### src/rtl/pipelined_control_unit.sv
`default_nettype none
// ============================================================================
//  Module      : pipelined_control_unit
//  Description : Decode-stage control unit with a registered ID/EX control
//                bundle. It provides a valid/ready handshake, downstream
//                stall and flush, and a branch-shadow bubble counter.
//                Optional feature macro: ILLEGAL_OP_TRAP_EN. When it is
//                defined, the sticky illegal_op output is added.
//  Revision    : 1.0 - initial release
// ============================================================================
module pipelined_control_unit #(
   parameter int OPCODE_W       = 6,
   parameter int EXCMD_W        = 4,
   parameter int BRANCH_BUBBLES = 1
) (
   input  logic                clk,
   input  logic                rst,
   input  logic [OPCODE_W-1:0] opcode_in,
   input  logic                in_valid,
   output logic                in_ready,
   input  logic                stall_in,
   input  logic                flush_in,
   output logic                out_valid,
   output logic [1:0]          cond_check,
   output logic                is_brj,
   output logic                is_imm,
   output logic                st_bne,
   output logic                mem_read,
   output logic                mem_write,
   output logic                wb_en,
`ifdef ILLEGAL_OP_TRAP_EN
   output logic                illegal_op,
`endif
   output logic [EXCMD_W-1:0]  ex_cmd
);

   // A zero bubble count still needs a legal one-bit counter.
   localparam int CNT_W = (BRANCH_BUBBLES > 0) ? $clog2(BRANCH_BUBBLES + 1) : 1;

   typedef enum logic [0:0] {S_RUN = 1'b0, S_SHADOW = 1'b1} state_t;

   typedef struct packed {
      logic       ov;
      logic [1:0] cc;
      logic       brj;
      logic       imm;
      logic       stb;
      logic       mr;
      logic       mw;
      logic       wb;
      logic [3:0] cmd;
   } ctrl_t;

   localparam ctrl_t c_bubble = '{ov: 1'b0, cc: 2'b11, brj: 1'b0, imm: 1'b0, stb: 1'b0,
                                  mr: 1'b0, mw: 1'b0, wb: 1'b0, cmd: 4'h0};

   state_t               r_state;
   logic [CNT_W-1:0]     r_cnt;
   ctrl_t                r_ctrl;
   ctrl_t                w_dec;
   logic                 w_illegal;
   logic                 w_is_branch;
   logic                 w_accept;
   logic [OPCODE_W-1:0]  w_hi;
   logic [5:0]           w_op6;
`ifdef ILLEGAL_OP_TRAP_EN
   logic                 r_illegal_op;
`endif

   assign w_hi  = opcode_in >> 6;
   assign w_op6 = opcode_in[5:0];

   // Opcode decode into the control bundle; illegal opcodes fall back to a NOP.
   always_comb begin
      w_dec       = c_bubble;
      w_dec.ov    = 1'b1;
      w_dec.wb    = 1'b1;
      w_illegal   = 1'b0;
      w_is_branch = 1'b0;
      case (w_op6)
         6'd0:        w_dec.wb  = 1'b0;
         6'd1:        w_dec.cmd = 4'b0000;
         6'd2, 6'd3:  w_dec.cmd = 4'b0010;
         6'd4:        w_dec.cmd = 4'b0101;
         6'd5:        w_dec.cmd = 4'b0100;
         6'd6:        w_dec.cmd = 4'b0101;
         6'd7:        w_dec.cmd = 4'b0110;
         6'd8:        w_dec.cmd = 4'b0111;
         6'd9, 6'd10: w_dec.cmd = 4'b1000;
         6'd11:       w_dec.cmd = 4'b1001;
         6'd12:       w_dec.cmd = 4'b1010;
         6'd32: begin w_dec.cmd = 4'b0000; w_dec.imm = 1'b1; end
         6'd33: begin w_dec.cmd = 4'b0010; w_dec.imm = 1'b1; end
         6'd36: begin w_dec.cmd = 4'b0000; w_dec.mr  = 1'b1; end
         6'd37: begin
            w_dec.mw  = 1'b1;
            w_dec.stb = 1'b1;
            w_dec.wb  = 1'b0;
         end
         6'd40, 6'd41, 6'd42: begin
            w_dec.wb    = 1'b0;
            w_dec.brj   = 1'b1;
            w_dec.imm   = 1'b1;
            w_dec.cc    = w_op6[1:0];
            w_dec.stb   = (w_op6 == 6'd41);
            w_is_branch = 1'b1;
         end
         default:     w_illegal = 1'b1;
      endcase
      // Any set bit above bit 5 makes the whole opcode illegal.
      if (w_hi != '0) begin
         w_illegal   = 1'b1;
         w_is_branch = 1'b0;
      end
      if (w_illegal) begin
         w_dec    = c_bubble;
         w_dec.ov = 1'b1;
      end
   end

`ifdef ILLEGAL_OP_TRAP_EN
   assign in_ready = rst & ~stall_in & ~flush_in & (r_state == S_RUN) & ~r_illegal_op;
   assign illegal_op = r_illegal_op;
`else
   assign in_ready = rst & ~stall_in & ~flush_in & (r_state == S_RUN);
`endif

   assign w_accept = in_valid & in_ready;

   // ID/EX control register, branch-shadow FSM and bubble counter.
   always_ff @(posedge clk) begin
      if (!rst) begin
         r_ctrl  <= c_bubble;
         r_state <= S_RUN;
         r_cnt   <= '0;
`ifdef ILLEGAL_OP_TRAP_EN
         r_illegal_op <= 1'b0;
`endif
      end else if (flush_in) begin
         // The squashed input is not consumed; upstream re-presents it.
         r_ctrl  <= c_bubble;
         r_state <= S_RUN;
         r_cnt   <= '0;
      end else if (stall_in) begin
         r_ctrl  <= r_ctrl;
      end else if (r_state == S_SHADOW) begin
         r_ctrl <= c_bubble;
         r_cnt  <= r_cnt - CNT_W'(1);
         if (r_cnt == CNT_W'(1)) begin
            r_state <= S_RUN;
         end
      end else if (w_accept) begin
`ifdef ILLEGAL_OP_TRAP_EN
         if (w_illegal) begin
            r_ctrl       <= c_bubble;
            r_illegal_op <= 1'b1;
         end else begin
            r_ctrl <= w_dec;
         end
`else
         r_ctrl <= w_dec;
`endif
         if (w_is_branch && (BRANCH_BUBBLES > 0)) begin
            r_state <= S_SHADOW;
            r_cnt   <= CNT_W'(BRANCH_BUBBLES);
         end
      end else begin
         r_ctrl <= c_bubble;
      end
   end

   assign out_valid  = r_ctrl.ov;
   assign cond_check = r_ctrl.cc;
   assign is_brj     = r_ctrl.brj;
   assign is_imm     = r_ctrl.imm;
   assign st_bne     = r_ctrl.stb;
   assign mem_read   = r_ctrl.mr;
   assign mem_write  = r_ctrl.mw;
   assign wb_en      = r_ctrl.wb;
   assign ex_cmd     = EXCMD_W'(r_ctrl.cmd);

endmodule
`default_nettype wire
### config.mk
export PLATFORM = sky130hd
export DESIGN_NAME = pipelined_control_unit
export DESIGN_NICKNAME = d
export VERILOG_FILES = /design/src/rtl/pipelined_control_unit.sv
export SDC_FILE = /design/constraint.sdc
export NUM_CORES = 1
export LEC_CHECK = 0
export ABC_AREA = 1
export BUFFER_PORTS_ARGS = -buffer_cell sky130_fd_sc_hd__buf_4
export CORE_UTILIZATION = 45
export CTS_CLUSTER_SIZE = 24
export DETAILED_ROUTE_END_ITERATION = 12
export GPL_TIMING_DRIVEN = 0
export PLACE_DENSITY = 0.7
export REMOVE_ABC_BUFFERS = 1
export SETUP_SLACK_MARGIN = 0.05
export SYNTH_ARGS = -nofsm -noshare
export SYNTH_HDL_FRONTEND = slang
export SYNTH_SLANG_ARGS = --single-unit
### constraint.sdc
create_clock -name clk -period 1.5 [get_ports clk]
set_input_delay 0.075 -clock clk [delete_from_list [all_inputs] [get_ports clk]]
set_output_delay 0.075 -clock clk [all_outputs]
set_load 0.01 [all_outputs]
Yosys cells after proc, flatten, opt, wreduce, memory -nomap -nowiden
Cells that the tools add are included.
{"block": "op_classes", "add_sub_neg": 1, "n_eq_ne": 19, "n_mux": 18, "n_bitwise": 8, "reduce_logical": 12}
{"operator": "6-bit == test, second input constant", "count": 7}
{"operator": "4-bit one-hot mux with 8 select lines", "count": 1}
{"operator": "6-bit by 4-bit == test with 1-bit output, second input constant", "count": 5}
{"operator": "13-bit two-way mux", "count": 2}
{"operator": "6-bit by 3-bit == test with 1-bit output, second input constant", "count": 4}
{"operator": "20-bit OR reduction", "count": 1}
{"operator": "6-bit by 2-bit == test with 1-bit output, second input constant", "count": 2}
{"operator": "1-bit two-way mux", "count": 12}
{"operator": "12-bit two-way mux", "count": 1}
{"operator": "5-bit OR reduction", "count": 2}
{"operator": "6-bit by 1-bit == test with 1-bit output, second input constant", "count": 1}
{"operator": "6-bit zero test", "count": 1}
{"operator": "2-bit OR reduction", "count": 3}
{"operator": "3-bit OR reduction", "count": 2}
{"operator": "1-bit bitwise AND", "count": 4}
{"operator": "1-bit inverter", "count": 4}
{"operator": "2-bit nonzero test", "count": 2}
{"operator": "3-bit two-way mux", "count": 1}
{"operator": "3-bit AND reduction", "count": 1}
{"operator": "1-bit one-hot mux with 2 select lines", "count": 1}
{"operator": "1-bit subtractor, second input constant", "count": 1}
{"block": "totals", "ff_bits": 15, "input_bits": 11, "output_inout_bits": 14, "word_cells": 69}

Logic depth before layout (Yosys ltp)
Gate-level depths: netlist (run 1).
{"block": "depth", "ltp_word": 7, "depth_mapped": 8, "mapped_depth_nobuf": 8}

Worst setup path before layout (run 1)
OpenSTA, ideal clock, no wires.
{"block": "synth_path", "path_kind": "register -> register", "from": "reg r_state", "to": "reg r_ctrl, in the netlist cond_check[1]", "setup_ps": 115, "arrival_ps": 1024, "t_required_ps": 1385, "setup_slack_ps": 361, "stages_incl_launch_ff": 7, "n_path_buf": 0, "period_less_slack_ps": 1139, "path_cell_list": "dfxtp_1 nor3_4 nand2_2 inv_4 nand2_4 o21ai_2 nand2_1"}
{"block": "synth_between", "elab_chain_cells": 5}
{"element": "start, declared", "line": "57", "source": "state_t r_state;"}
{"element": "start signal, assigned", "line": "134", "source": "r_state <= S_RUN;"}
{"element": "start signal, assigned", "line": "142", "source": "r_state <= S_RUN;"}
{"element": "start signal, assigned", "line": "150", "source": "r_state <= S_RUN;"}
{"element": "1-bit inverter", "line": "125", "source": "assign in_ready = rst & ~stall_in & ~flush_in & (r_state == S_RUN);"}
{"element": "1-bit bitwise AND", "line": "125"}
{"element": "net in_ready", "line": "20", "source": "output logic in_ready,"}
{"element": "1-bit bitwise AND", "line": "128", "source": "assign w_accept = in_valid & in_ready;"}
{"element": "13-bit two-way mux", "line": "152", "source": "end else if (w_accept) begin"}
{"element": "13-bit two-way mux", "line": "146", "source": "end else if (r_state == S_SHADOW) begin"}
{"element": "end signal, assigned", "line": "133", "source": "r_ctrl <= c_bubble;"}
{"element": "end signal, assigned", "line": "145", "source": "r_ctrl <= r_ctrl;"}
{"element": "end signal, assigned", "line": "147", "source": "r_ctrl <= c_bubble;"}
{"element": "end, declared", "line": "59", "source": "ctrl_t r_ctrl;"}
The timed path passes the listed nets, and every way through them passes these cells.
A chain may end at the register's enable or synchronous reset.

Worst setup path after layout (run 1)
{"block": "layout_path", "from": "reg r_state", "to": "reg r_ctrl, in the netlist cond_check[1]"}
{"block": "layout_between", "elab_chain_cells": 5}
{"element": "1-bit inverter", "line": "125"}
{"element": "1-bit bitwise AND", "line": "125"}
{"element": "1-bit bitwise AND", "line": "128"}
{"element": "13-bit two-way mux", "line": "152"}
{"element": "13-bit two-way mux *", "line": "146"}
Mark *: on every way between the ends. The rest lies on a longest branch, timed or not.

==> qor.yml, run 1 <==
area_growth_pct: 27.3
rr_startpoint: "r_state"
synth_top_family_by_area: "simple AND/OR/NAND/NOR gates"
grt_pass1_wl_um: 2680
worst_ir_drop_vdd_uv: 432
ys_ff_latch: 15
p_switching_mw: 0.213
worst_slack_ns: 0.295
synthSimpleGateAreaFrac_pct: 43.0
rows: 15
p_per_area_nw_per_um2: 715
clock_skew_ns: 0.00241
power.leakage_nw: 0.470
die-area_um2: 2020
cts_tree: "built"
finalWirelength_um: 1710
synth_cells: 118
grt_pass1_vias: 630
drtAntennaViolNets: 0
htreeDepth: 1
routabilityCongestion: 0.832
rsz0062_at_grt: "no"
drt_iter0_drc: 24
finalNetCount: 156
synth_top_area_cell: "dfxtp_1"
maxCapViolCount: 0
ys_seq_area_share_pct: 36.2
status: "finished clean"
num_antenna_cells: 0
combPwrFrac_pct: 15.3
grt_max_degree: 16
synth.avg_cell_area_um2: 7.03
via_per_inst: 4.91
rrSetupSlack_ns: 0.29
fmax_mhz: 830
relSlewSlack_pct: 75.7
required_ns: 1.69
clk_transition_reported_paths_ns: 0.09
synthMuxAreaShare_pct: 0
worst_pin_slew_ns: 0.364
clockRootBuffer: "clkbuf_4"
min_period_over_period_pct: 80.4
initial_core_util_pct: 48.0
final_cells: 169
die_w_um: 44.9
synth_area_um2: 830
synth_top_area_share_pct: 36.2
final_common_cell: "nand2_1"
yosysWarnings: 0
setup_violations: 0
finalSetupTns_ns: 0
worstRegToRegCells: 6
start_kind: "flop"
grtUsageTotal_pct: 18.1
hold_start: "opcode_in[1]"
final_cell_mix: "40 x nand2_1, 24 x buf_4, 15 x dfxtp_1"
antenna_found_initial: 0
regArea_um2: 300
cp_max_fo: 7
final_hold_viol_count: 0
p_seq_share_pct: 53.3
clk_path_buf_depth: 2
holdPathStages: 3
clk_latency_ns: 0.29
hold_path_end: "cond_check[1]"
overflow: 0
post-route-util_pct: 61.2
power.internal_mw: 0.543
port_buffers: 24
post_cts_resized: 0
die_h_um: 44.9
arrival_ns: 1.39
cts_sinks: 15
core_um2: 1730
dp.cells: 165
synth_compound_area_share_pct: 14.0
dp_hpwl_um: 1260
hold_path.class: "in2reg"
multiInputGateArea_um2: 473
synth_fa_ha_area_share_pct: 0
yosysUniqueCellTypes: 23
cp-end-kind: "flop"
drive_above_1_share_pct: 35.4
synth_xor_xnor_area_share_pct: 0
cts_setup_buffers: 0
ctsHoldBuffers: 0
dp_slack_ns: 0.218
period_minus_slack_ns: 1.21
p_total_mw: 0.755
timing.rr.end: "cond_check[1]"
drv_slew: 0
drt_pass1_iterations: 4
nFillCells: 173
io_pins: 25
synthTopCellsByArea: "dfxtp_1 36%, nand2_1 18%, nand3_1 6.6%"
p_sw_share_pct: 28.2
critPathKind: "reg2reg"
wl_per_cell_um: 10.1
num_vias: 830
drc_errors: 0
cts_inserted_buffers: 3
p_clk_share_pct: 31.4
[metrics by stage]
stage	hold WS (ns)	area, um^2
after floorplan	0.180	817
after CTS	0.0742	1060
after global routing	0.0787	1060
after detailed placement	0.372	1030
final	0.0730	1060
after global placement	0.362	1030
[worst max-delay path, cell delays in order, from the launching register on]
cell and delay [ns]:
dfxtp_1 0.37, nor3_4 0.22, nand2_2 0.14, inv_4 0.12
nand2_4 0.08, o21ai_2 0.12, nand2_1 0.05
[power groups by stage]
stage,registers [mW],logic [mW],clock network [mW]
6_report,0.402,0.116,0.237
5_1_grt,0.403,0.129,0.254
4_1_cts,0.402,0.116,0.241
3_5_place_dp,0.412,0.115,0
3_3_place_gp,0.412,0.114,0
2_1_floorplan,0.413,0.0592,0
[worst max-delay path by stage]
stage | startpoint | to | slack (ns) | cells after the start
2_1_floorplan | r_state | cond_check[1] | 0.36 | 6
3_3_place_gp | flush_in | cond_check[1] | 0.24 | 9
3_5_place_dp | flush_in | cond_check[1] | 0.22 | 9
4_1_cts | r_state | cond_check[1] | 0.28 | 6
5_1_grt | r_state | cond_check[1] | 0.22 | 6
6_report | r_state | cond_check[1] | 0.29 | 6
[Yosys cell counts, drive strengths merged]
library cell / n
o22ai: 1
buf: 2
nand2: 44
inv: 11
nand3: 13
o21ai: 2
nor2: 13
o31ai: 1
dfxtp: 15
nor3: 1
nand4: 1
a21oi: 14
[area by class of cell]
cell class / count / area share, %
repair buffers: 24 / 17.1
clock inverters: 1 / 0.474
flip-flops and latches: 15 / 28.4
well taps: 25 / 2.96
multi-input cells: 90 / 44.8
inverters: 11 / 4.15
clock buffers: 3 / 2.13
[sequential cells by signal, indices dropped and copies added (netlist names)]
| register | cells |
|---|---|
| wb_en | 1 |
| cond_check | 2 |
| st_bne | 1 |
| r_cnt | 1 |
| ex_cmd | 4 |
| mem_read | 1 |
| r_state | 1 |
| is_brj | 1 |
| mem_write | 1 |
| is_imm | 1 |
| out_valid | 1 |
[layer usage]
metal / GRT usage (%) / up-vias / wire length [um]
li1: - / 432 / -
met1: 23.7 / 360 / 806
met2: 28.1 / 33 / 787
met3: 3.60 / 5 / 84
met4: 9.09 / 0 / 29
met5: 0 / - / 0
[logic make-up (layout without fill, tap and decap cells)]
kind of cell,after synthesis,count (layout)
AO/OA/AOI/OAI,18,18
buffers and inverters,13,39
AND/OR/NAND/NOR,72,72
flip-flops,15,15
(Power assumes the default switching activity.)
==> run 2: changes to the inputs <==
Settings changed: CORE_UTILIZATION 45 to 44, PLACE_DENSITY 0.7 to 0.72.
Clock period 1.5 ns to 1.04 ns, I/O delays scaled along.
==> qor.yml, run 2 (synthesis gave the netlist of run 1 again) <==
status: "finished, violations left"
violations: "setup timing"
clk_path_buf_depth: 2  # unchanged
arrival_ns: 1.28  # -0.11 ns
final_cell_mix: "40 x nand2_1, 28 x buf_4, 14 x dfxtp_1"
initial_core_util_pct: 47.5  # -0.52 points
num_vias: 860  # +3.6%
cts_inserted_buffers: 3  # unchanged
p_per_area_nw_per_um2: 986  # +38%
hold_path.class: "in2reg"
die_w_um: 45.4  # +1.1%
drt_pass1_iterations: 4  # unchanged
nFillCells: 154  # -11%
clock_skew_ns: 0.00372  # +0.00131 ns
critPathKind: "reg2reg"
clk_transition_reported_paths_ns: 0.09  # about the same
worst_pin_slew_ns: 0.369  # +0.00527 ns
p_total_mw: 1.09  # +44%
core_um2: 1750  # +1.1%
htreeDepth: 1  # unchanged
grt_pass1_wl_um: 2970  # +11%
die_h_um: 45.4  # +1.1%
fmax_mhz: 905  # +9.0%
relSlewSlack_pct: 75.3  # -0.35 points
dp_slack_ns: -0.202  # -0.421 ns
grt_max_degree: 16  # unchanged
rsz0062_at_grt: "yes"
worst_slack_ns: -0.0653  # -0.360 ns
drive_above_1_share_pct: 37.2  # +1.7 points
finalSetupTns_ns: -0.246  # -0.246 ns
grtUsageTotal_pct: 19.4  # +1.3 points
required_ns: 1.21  # -0.48 ns
io_pins: 25  # unchanged
min_period_over_period_pct: 106  # +26 points
die-area_um2: 2060  # +2.2%
cp-end-kind: "flop"
setup_violations: 5  # +5
via_per_inst: 4.97  # +1.2%
period_minus_slack_ns: 1.11  # -0.0999 ns
finalWirelength_um: 1800  # +5.3%
dp_hpwl_um: 1310  # +4.4%
overflow: 0  # unchanged
drtAntennaViolNets: 0  # unchanged
largest_reg_flops: 4  # unchanged
maxCapViolCount: 0  # unchanged
drc_errors: 0  # unchanged
cp_max_fo: 7  # unchanged
drt_iter0_drc: 15  # -38%
finalNetCount: 160  # +2.6%
port_buffers: 24  # unchanged
area_growth_pct: 33.2
cts_tree: "built"
start_kind: "flop"
power.leakage_nw: 0.480  # +2.0%
final_common_cell: "nand2_1"
antenna_found_initial: 0  # unchanged
clockRootBuffer: "clkbuf_4"
wl_per_cell_um: 10.4  # +2.8%
num_antenna_cells: 0  # unchanged
worst_ir_drop_vdd_uv: 845  # +96%
drv_slew: 0  # unchanged
cts_sinks: 15  # unchanged
routabilityCongestion: 0.832  # about the same
final_hold_viol_count: 0  # unchanged
grt_pass1_vias: 778  # +23%
ctsHoldBuffers: 0  # unchanged
rows: 15  # unchanged
clk_latency_ns: 0.28  # about the same
-- run 2: per-stage QoR --
stage / cells / util [%] / hold WS, ns / instance area (um^2)
floorplan: 116 / - / 0.134 / 817
global placement: 165 / 58.9 / 0.336 / 1030
detailed placement: 165 / 58.9 / 0.340 / 1030
CTS: 171 / 61.9 / 0.0508 / 1080
global route: 173 / 63.3 / 0.0674 / 1100
finish: 173 / 63.3 / 0.0558 / 1100
-- run 2: path summary, 6_finish.rpt --
check / slack (ns) / to / cells past startpoint / start
worst min register to register: 0.47 / is_imm / 2 / is_imm
worst min-delay path: 0.06 / cond_check[1] / 3 / opcode_in[1]
worst max-delay path: -0.07 / cond_check[1] / 6 / r_state
worst max register to register: -0.07 / cond_check[1] / 6 / r_state
-- run 2: critical path, cell delays in order (launching register included) --
cell     delay, ns
dfxtp_4       0.36
nor3_4        0.21
nand2_4       0.11
inv_6         0.10
nand2_8       0.06
o21ai_2       0.10
nand2_1       0.05
-- run 2: area by class of cell --
cell class,instances,area (um^2),share of cell area [%]
Tap cell,25,31.3,2.83
Sequential cell,15,304,27.5
Multi-Input combinational cell,90,487,44.1
Clock buffer,4,26.3,2.38
Inverter,11,46.3,4.19
Timing Repair Buffer,28,210,19.0
-- run 2: routing by layer --
| metal | global-route usage, % | vias to the layer above | part of all wire, % | wire, um |
|---|---|---|---|---|
| li1 | - | 444 | - | - |
| met1 | 23.8 | 385 | 46 | 822 |
| met2 | 32.9 | 29 | 49 | 887 |
| met3 | 3.97 | 2 | 4.2 | 75 |
| met4 | 7.27 | 0 | 0.67 | 12 |
| met5 | 0 | - | 0 | 0 |
-- run 2: power by group --
part	leakage, nW	switching (mW)	internal (mW)	total (mW)
registers	0.122	0.00207	0.576	0.578
clock network	0.0150	0.186	0.148	0.335
logic	0.343	0.111	0.0661	0.177
-- run 2: repair_timing --
item,4_1_cts,5_1_grt
pin swaps,3,1
setup buffers,2,2
resized for setup,4,1
endpoints found under the setup margin,15,15
